[src/rtl/fetch_if_stage.sv]
// Instruction-fetch stage and IF/ID pipeline register for the 5-stage MIPS core.
// Fetches over a req/ack handshake, with redirect, stall, flush and a one-entry skid buffer.
module fetch_if_stage #(
   parameter logic [31:0] RESET_PC = 32'h0000_3000
) (
   input  logic        clk,
   input  logic        rst_n,
   output logic        imem_req,
   output logic [31:0] imem_addr,
   input  logic        imem_ack,
   input  logic [31:0] imem_rdata,
   input  logic        stall_D,
   input  logic        flush_D,
   input  logic        redirect,
   input  logic [31:0] redirect_pc,
   output logic [31:0] instr_D,
   output logic [31:0] pc_D,
   output logic [31:0] pc4_D,
   output logic        valid_D
);

   typedef enum logic [1:0] {
      S_IDLE,
      S_FETCH,
      S_DROP,
      S_HOLD
   } state_t;

   state_t      r_state;
   state_t      w_stateNext;
   logic [31:0] r_pc;
   logic [31:0] w_pcNext;
   logic [31:0] r_dropAddr;
   logic [31:0] w_dropAddrNext;
   logic [31:0] r_skidInstr;
   logic [31:0] r_skidPc;
   logic [31:0] r_instrD;
   logic [31:0] r_pcD;
   logic [31:0] r_pc4D;
   logic        r_validD;
   logic [31:0] w_target;
   logic [31:0] w_pcInc;
   logic        w_xfer;
   logic        w_load;
   logic        w_skidWrite;
   logic [31:0] w_loadInstr;
   logic [31:0] w_loadPc;

   // In S_DROP the killed request keeps its address while r_pc already holds the target.
   assign imem_req  = (r_state == S_FETCH) || (r_state == S_DROP);
   assign imem_addr = (r_state == S_DROP) ? r_dropAddr : r_pc;
   assign w_xfer    = imem_req && imem_ack;
   assign w_target  = redirect_pc & 32'hFFFF_FFFC;
   assign w_pcInc   = r_pc + 32'd4;

   always_comb begin
      w_stateNext    = r_state;
      w_pcNext       = r_pc;
      w_dropAddrNext = r_dropAddr;
      w_load         = 1'b0;
      w_skidWrite    = 1'b0;
      w_loadInstr    = imem_rdata;
      w_loadPc       = r_pc;
      case (r_state)
         S_IDLE: begin
            w_stateNext = S_FETCH;
            if (redirect) w_pcNext = w_target;
         end
         S_FETCH: begin
            if (redirect) begin
               w_pcNext = w_target;
               if (!w_xfer) begin
                  w_stateNext    = S_DROP;
                  w_dropAddrNext = r_pc;
               end
            end else if (w_xfer) begin
               w_pcNext = w_pcInc;
               if (stall_D) begin
                  w_skidWrite = 1'b1;
                  w_stateNext = S_HOLD;
               end else begin
                  w_load = 1'b1;
               end
            end
         end
         S_DROP: begin
            if (redirect) w_pcNext = w_target;
            if (w_xfer) w_stateNext = S_FETCH;
         end
         S_HOLD: begin
            if (redirect) begin
               w_pcNext    = w_target;
               w_stateNext = S_FETCH;
            end else if (!stall_D) begin
               w_load      = 1'b1;
               w_loadInstr = r_skidInstr;
               w_loadPc    = r_skidPc;
               w_stateNext = S_FETCH;
            end
         end
         default: w_stateNext = S_IDLE;
      endcase
   end

   always_ff @(posedge clk or negedge rst_n) begin
      if (!rst_n) begin
         r_state    <= S_IDLE;
         r_pc       <= RESET_PC;
         r_dropAddr <= RESET_PC;
      end else begin
         r_state    <= w_stateNext;
         r_pc       <= w_pcNext;
         r_dropAddr <= w_dropAddrNext;
      end
   end

   always_ff @(posedge clk or negedge rst_n) begin
      if (!rst_n) begin
         r_skidInstr <= 32'h0;
         r_skidPc    <= 32'h0;
      end else if (w_skidWrite) begin
         r_skidInstr <= imem_rdata;
         r_skidPc    <= r_pc;
      end
   end

   // Flush beats stall beats load; an unloaded, unstalled cycle becomes a bubble.
   always_ff @(posedge clk or negedge rst_n) begin
      if (!rst_n) begin
         r_instrD <= 32'h0;
         r_pcD    <= 32'h0;
         r_pc4D   <= 32'h0;
         r_validD <= 1'b0;
      end else if (flush_D) begin
         r_instrD <= 32'h0;
         r_validD <= 1'b0;
      end else if (!stall_D) begin
         if (w_load) begin
            r_instrD <= w_loadInstr;
            r_pcD    <= w_loadPc;
            r_pc4D   <= w_loadPc + 32'd4;
            r_validD <= 1'b1;
         end else begin
            r_instrD <= 32'h0;
            r_validD <= 1'b0;
         end
      end
   end

   assign instr_D = r_instrD;
   assign pc_D    = r_pcD;
   assign pc4_D   = r_pc4D;
   assign valid_D = r_validD;

endmodule

[config.mk]
export PLATFORM = sky130hd
export DESIGN_NAME = fetch_if_stage
export DESIGN_NICKNAME = d
export VERILOG_FILES = /design/src/rtl/fetch_if_stage.sv
export SDC_FILE = /design/constraint.sdc
export NUM_CORES = 1
export LEC_CHECK = 0
export CAP_MARGIN = 20
export CORE_MARGIN = 3
export CORE_UTILIZATION = 50
export DETAILED_ROUTE_END_ITERATION = 7
export GPL_TIMING_DRIVEN = 0
export PLACE_DENSITY = 0.82
export SYNTH_ARGS = -nofsm -noshare
export SYNTH_HDL_FRONTEND = slang
export SYNTH_SLANG_ARGS = --single-unit
[constraint.sdc]
create_clock -name clk -period 3.9 [get_ports clk]
set_clock_uncertainty 0.1 [all_clocks]
set_input_delay 0.585 -clock clk [delete_from_list [all_inputs] [get_ports clk]]
set_output_delay 0.585 -clock clk [all_outputs]
set_load 0.005 [all_outputs]
==> metrics, run 1 <==
status=finished, final reports clean; Critical Path RT=4.18 ns; number of synthesized flops with an enable pin=0; Clock Path Buffers=3; Mean Syn Cell Area=10.7 sq um; Clk Latency, worst-skew pair=0.51 ns; power consumption=9.08 mW; Post-Syn Instances=994; Achievable Freq=0.275 GHz; Worst-Margin Slew=0.826 ns; endpoints failing hold=0; DP Area=0.0129 sq mm; largest net degree at the start of global routing=113; DP Cell Count=1462; # setup viols final=0; full die area=0.0230 sq mm; LEAKAGE=5.91 nW; most common cell after layout, fill and taps aside=dfrtp_1; final worst setup slack=0.259 ns; Non-Filler Instances=1505; core region area=0.0206 sq mm; synth warn=0; drt drc=0; IO Port Bufs=191; antenna violations before repair=0; Worst Path Arrival=3.92 ns; relative slew slack=44.4%; routed len/inst=19.7 um; maxcap violations=0; via/cell ratio=5.84; prevailing post-synth register cell=dfrtp_1; register area share after synthesis=51.1%; via count=8793; post-layout util=67.1%; grt ovf=0; CP Max Fanout=10; CTS buffer count=23; Distinct cells, synth=61; post-synthesis xor/xnor area fraction=2.39%; Worst VDD drop=0.320 mV; Setup TNS=0 ns; Seq cells post-synth=217; DR iter-0 viols=807; hold_buf cts=0; hold slack=0.0195 ns; crit path time final=3.64 ns; HP Class=input port to asynchronous set/reset pin; die extent in x=152 um; HPWL after detailed placement=21500 um; Compound-Gate Fraction of Synth Area=9.94%; Initial Util=51.7%; vias in the first global route=8748; Worst setup EP type=flip-flop; post-CTS setup buffers=0; Simple-Gate Fraction of Synth Area=12.9%; clock-pin slew on the worst setup and hold paths=0.07 ns; startpoint types=flip-flop; number of fill cells=1574; RD Place Congestion=0.961; root buf cell=clkbuf_16; Place WS=-1.34 ns; FP Rows=52; kind of critical path=flip-flop to flip-flop; most frequent cells in the layout=213 x dfrtp_1, 188 x clkdlybuf4s50_1, 147 x nand2_1, 126 x mux2_2, 92 x o21ai_0; final net count=1293; Detailed Routing Iterations Pass 1=5; largest family of logic cells by synthesized area=multiplexers; Adder-Cell Fraction of Synth Area=0.589%; mapped cell area=0.0106 sq mm; FFs w/ async S/R, synth=100%; # diodes=0; mux share of post-synthesis cell area=19.6%; # IOs=200; die height=152 um; Routed Antenna Nets=0; Total Wirelength=29700 um; first-pass GRT wire length=47400 um; CTS tree=yes; Area Overhead vs Synth=29.7%; fraction of layout cells with a size suffix above 1=16.2%; RSZ-0062 raised after global routing=no; P per Cell Area=658 mW/mm^2; Final Instance Area=0.0138 sq mm; # clock sinks=217; H-tree depth=1; final worst path period share=93.4%; Slew Viols, Final=0; All-Layer GR Usage=25.0%
## logic make-up after synthesis
kind of cell    Yosys count
simple gates            290
flops                   217
mux                     192
compound gates          172
buf+inv                  88
xor+xnor                 29
fa+ha+maj                 5
other cells               1
## metal layers
layer  vias to the layer above  wire [um]  GRT usage, %
met5                         -          0             0
met1                      4308      13000          35.9
met3                        57       2330          4.01
met4                         0        763          6.59
li1                       3976          -             -
met2                       452      13500          39.8
## critical path, cell delays in order (launching register included)
cell	delay (ns)
dfrtp_1	0.42
ha_1	0.23
or3b_1	0.16
clkbuf_4	0.22
buf_6	0.19
buf_4	0.22
buf_4	0.23
nand2_1	0.09
nand2_1	0.09
ha_1	0.26
inv_2	0.13
nor4_4	0.33
o21ai_2	0.16
clkbuf_2	0.23
nor4_1	0.32
o31ai_1	0.12
## path summary, 6_finish.rpt
check                             from        endpoint  slack, ns  cells after the start
setup reg to reg            r_state[0]       pc4_D[26]       0.26                     15
max in group asynchronous        rst_n     instr_D[20]       2.67                      2
min in group clk           instr_D[14]     instr_D[14]       0.37                      2
setup / recovery            r_state[0]       pc4_D[26]       0.26                     15
hold / removal                   rst_n  r_dropAddr[23]       0.02                      1
hold reg to reg            instr_D[14]     instr_D[14]       0.37                      2
## layout make-up
type	instances	area, sq um	area share (%)
Inverter	6	22.5	0.163
Tap cell	270	338	2.45
Multi-Input combinational cell	694	4880	35.4
Clock buffer	34	677	4.91
Buffer	82	358	2.59
Clock inverter	8	123	0.889
Sequential cell	217	5440	39.4
Timing Repair Buffer	194	1960	14.2
## cells in the mapped netlist (2+ instances only)
cell / count / area [sq um]
dfrtp_1: 213 / 5330
nand2_1: 147 / 552
mux2_2: 126 / 1420
o21ai_0: 93 / 465
mux2i_1: 66 / 661
clkbuf_1: 53 / 199
nor2_1: 30 / 113
nand3_1: 29 / 145
xnor2_1: 17 / 149
and3_1: 14 / 87.6
buf_1: 14 / 52.6
nand4_1: 14 / 87.6
nor3_1: 13 / 65.1
nor4_1: 13 / 81.3
xor2_1: 12 / 105
a21o_1: 9 / 67.6
a31oi_1: 9 / 56.3
buf_2: 9 / 45.0
a21oi_1: 8 / 40.0
o31ai_1: 8 / 60.1
buf_4: 6 / 45.0
inv_1: 6 / 22.5
o31a_1: 6 / 52.6
ha_1: 5 / 62.6
o21a_1: 5 / 37.5
a211oi_1: 4 / 30.0
and2_1: 4 / 25.0
dfstp_2: 4 / 105
a22o_1: 3 / 26.3
nand2b_1: 3 / 18.8
nor2b_1: 3 / 18.8
nor4_2: 3 / 37.5
o211ai_1: 3 / 22.5
o21ai_1: 3 / 15.0
o22ai_1: 3 / 18.8
o311ai_0: 3 / 26.3
or4_1: 3 / 22.5
a22oi_1: 2 / 15.0
a311oi_1: 2 / 17.5
and4_1: 2 / 17.5
nor3b_1: 2 / 15.0
o221ai_1: 2 / 17.5
or3_1: 2 / 12.5
## flip-flops by register name, indices dropped and copies added, names as in the netlist
signal,flops
valid_D,1
r_dropAddr,30
r_skidPc,30
r_state,2
r_pc,30
pc4_D,30
r_skidInstr,32
instr_D,32
pc_D,30
## where the power goes
part	switching, mW	leakage [nW]	total (mW)	internal, mW
Combinational	1.37	2.79	3.14	1.78
Clock	0.892	0.395	2.29	1.40
Sequential	0.544	2.72	3.64	3.10
## what timing repair did
action                     4_1_cts  5_1_grt
pin swaps                        0        2
setup endpoints to repair       10        7
resized for setup               12        4
(Power assumes the default switching activity.)
==> run 2, diff against run 1 <==
==> constraint.sdc (replaced) <==
create_clock -name clk -period 3.9 [get_ports clk]
set_clock_uncertainty 0.1 [all_clocks]
set_input_delay 0.585 -clock clk [delete_from_list [all_inputs] [get_ports clk]]
set_output_delay 0.585 -clock clk [all_outputs]
set_load 0.1 [all_outputs]
==> run 2 against run 1 <==
- clock power about the same
- routed wire length about the same
- hold slack got worse by 0.0024 ns
- largest power group is now combinational logic
- highest routed layer unchanged
==> metrics, run 2 (synthesized netlist as in run 1, its figures left out) <==
Achievable Freq=0.264 GHz (-4.0%); CTS buffer count=23 (unchanged); DP Area=0.0129 sq mm (unchanged); H-tree depth=1 (unchanged); crit path time final=3.79 ns (+0.152 ns); fraction of layout cells with a size suffix above 1=16.2% (unchanged); number of fill cells=1567 (-0.44%); Final Instance Area=0.0138 sq mm (+0.38%); FP Rows=52 (unchanged); hold slack=0.0171 ns (-0.00240 ns); startpoint types=flip-flop; Clk Latency, worst-skew pair=0.51 ns (about the same); All-Layer GR Usage=25.0% (unchanged); post-CTS setup buffers=0 (unchanged); DR iter-0 viols=841 (+4.2%); power consumption=12.3 mW (+36%); die extent in x=152 um (unchanged); Slew Viols, Final=0 (unchanged); hold_buf cts=0 (unchanged); Clock Path Buffers=3 (unchanged); core region area=0.0206 sq mm (unchanged); grt ovf=0 (unchanged); routed len/inst=19.7 um (about the same); maxcap violations=0 (unchanged); HP Class=input port to asynchronous set/reset pin; Setup TNS=0 ns (unchanged); full die area=0.0230 sq mm (unchanged); vias in the first global route=8748 (unchanged); Routed Antenna Nets=0 (unchanged); Worst Path Arrival=3.11 ns (-0.81 ns); status=finished, final reports clean; # clock sinks=217 (unchanged); endpoints failing hold=0 (unchanged); via count=8812 (+0.22%); Initial Util=51.7% (unchanged); RSZ-0062 raised after global routing=no; root buf cell=clkbuf_16; Worst-Margin Slew=1.07 ns (+0.241 ns); largest net degree at the start of global routing=113 (unchanged); Critical Path RT=3.21 ns (-0.97 ns); via/cell ratio=5.86 (+0.22%); CP Max Fanout=10 (unchanged); HPWL after detailed placement=21500 um (unchanged); # diodes=0 (unchanged); Buf/Inv on CP=3 (-3); # setup viols final=0 (unchanged); relative slew slack=28.6% (-16 points); Total Wirelength=29700 um (about the same); die height=152 um (unchanged); slowest stage cell, crit path=clkdlybuf4s50_1; Detailed Routing Iterations Pass 1=5 (unchanged); final worst path period share=97.3% (+3.9 points); LEAKAGE=6.14 nW (+3.8%); final net count=1293 (unchanged); # IOs=200 (unchanged); RD Place Congestion=0.961 (unchanged); CTS tree=yes; Area Overhead vs Synth=30.2%; Worst setup EP type=output pin; Critical Path, Cell by Cell=inv_1 -> ha_1 -> buf_1 -> mux2_2 -> clkdlybuf4s50_1; Worst VDD drop=0.696 mV (+120%); first-pass GRT wire length=47400 um (unchanged); antenna violations before repair=0 (unchanged); kind of critical path=flip-flop to output pin; clock-pin slew on the worst setup and hold paths=0.06 ns (about the same); P per Cell Area=890 mW/mm^2 (+35%); IO Port Bufs=191 (unchanged); drt drc=0 (unchanged); crit-path max cell delay=1.13 ns (+0.71 ns); most common cell after layout, fill and taps aside=dfrtp_1; Top Family by Delay on Critical Path=buffers and inverters; most frequent cells in the layout=213 x dfrtp_1, 167 x clkdlybuf4s50_1, 147 x nand2_1, 126 x mux2_2, 92 x o21ai_0
-- run 2: changes by cell type in the layout (fill, tap and decap cells not counted), sizes merged --
| cell | delta |
|---|---|
| clkdlybuf4s50 | -21 |
| dlymetal6s2s | +21 |
-- run 2: path summary, 6_finish.rpt --
path,startpoint,endpoint,slack (ns),depth (start not counted)
setup / recovery,r_state[0],imem_addr[13],0.11,5
hold / removal,rst_n,r_dropAddr[23],0.02,1
setup reg to reg,r_state[0],pc4_D[26],0.27,15
hold reg to reg,instr_D[14],instr_D[14],0.37,2
max in group asynchronous,rst_n,instr_D[16],2.68,2
min in group clk,instr_D[14],instr_D[14],0.37,2
-- run 2: timing repair --
item,in CTS,in global routing
gates resized for setup,12,25
pin swaps,0,2
setup endpoints to repair,10,28
-- run 2: layout make-up --
cell class,instances,area (sq um),area share (%)
inverter,6,22.5,0.163
clock inverter,8,123,0.886
tap,270,338,2.44
timing repair buffer,194,2010,14.5
sequential,217,5440,39.3
multi-input combinational,694,4880,35.3
buffer,82,358,2.58
clock buffer,34,677,4.89
-- run 2: stage by stage --
step / cells / utilization, % / worst slack, ns
global route: 1505 / 67.3 / 0.00635
detailed placement: 1462 / 62.9 / -1.34
global placement: 1460 / 62.7 / -6.82
finish: 1505 / 67.3 / 0.107
floorplan: 999 / - / 0.317
CTS: 1504 / 67.0 / 0.0215
-- run 2: power breakdown --
part	leakage (nW)	switching (mW)	internal, mW	total (mW)
sequential	2.72	0.547	3.10	3.64
clock	0.395	0.893	1.40	2.30
combinational	3.02	4.62	1.76	6.38
total	6.14	6.06	6.26	12.3
-- run 2: per-layer routing --
metal | GRT usage [%] | vias to the layer above | wire length (um)
met4 | 6.59 | 0 | 793
met2 | 39.8 | 462 | 13500
li1 | - | 3982 | -
met1 | 35.9 | 4304 | 13100
met3 | 4.01 | 64 | 2330
met5 | 0 | - | 0
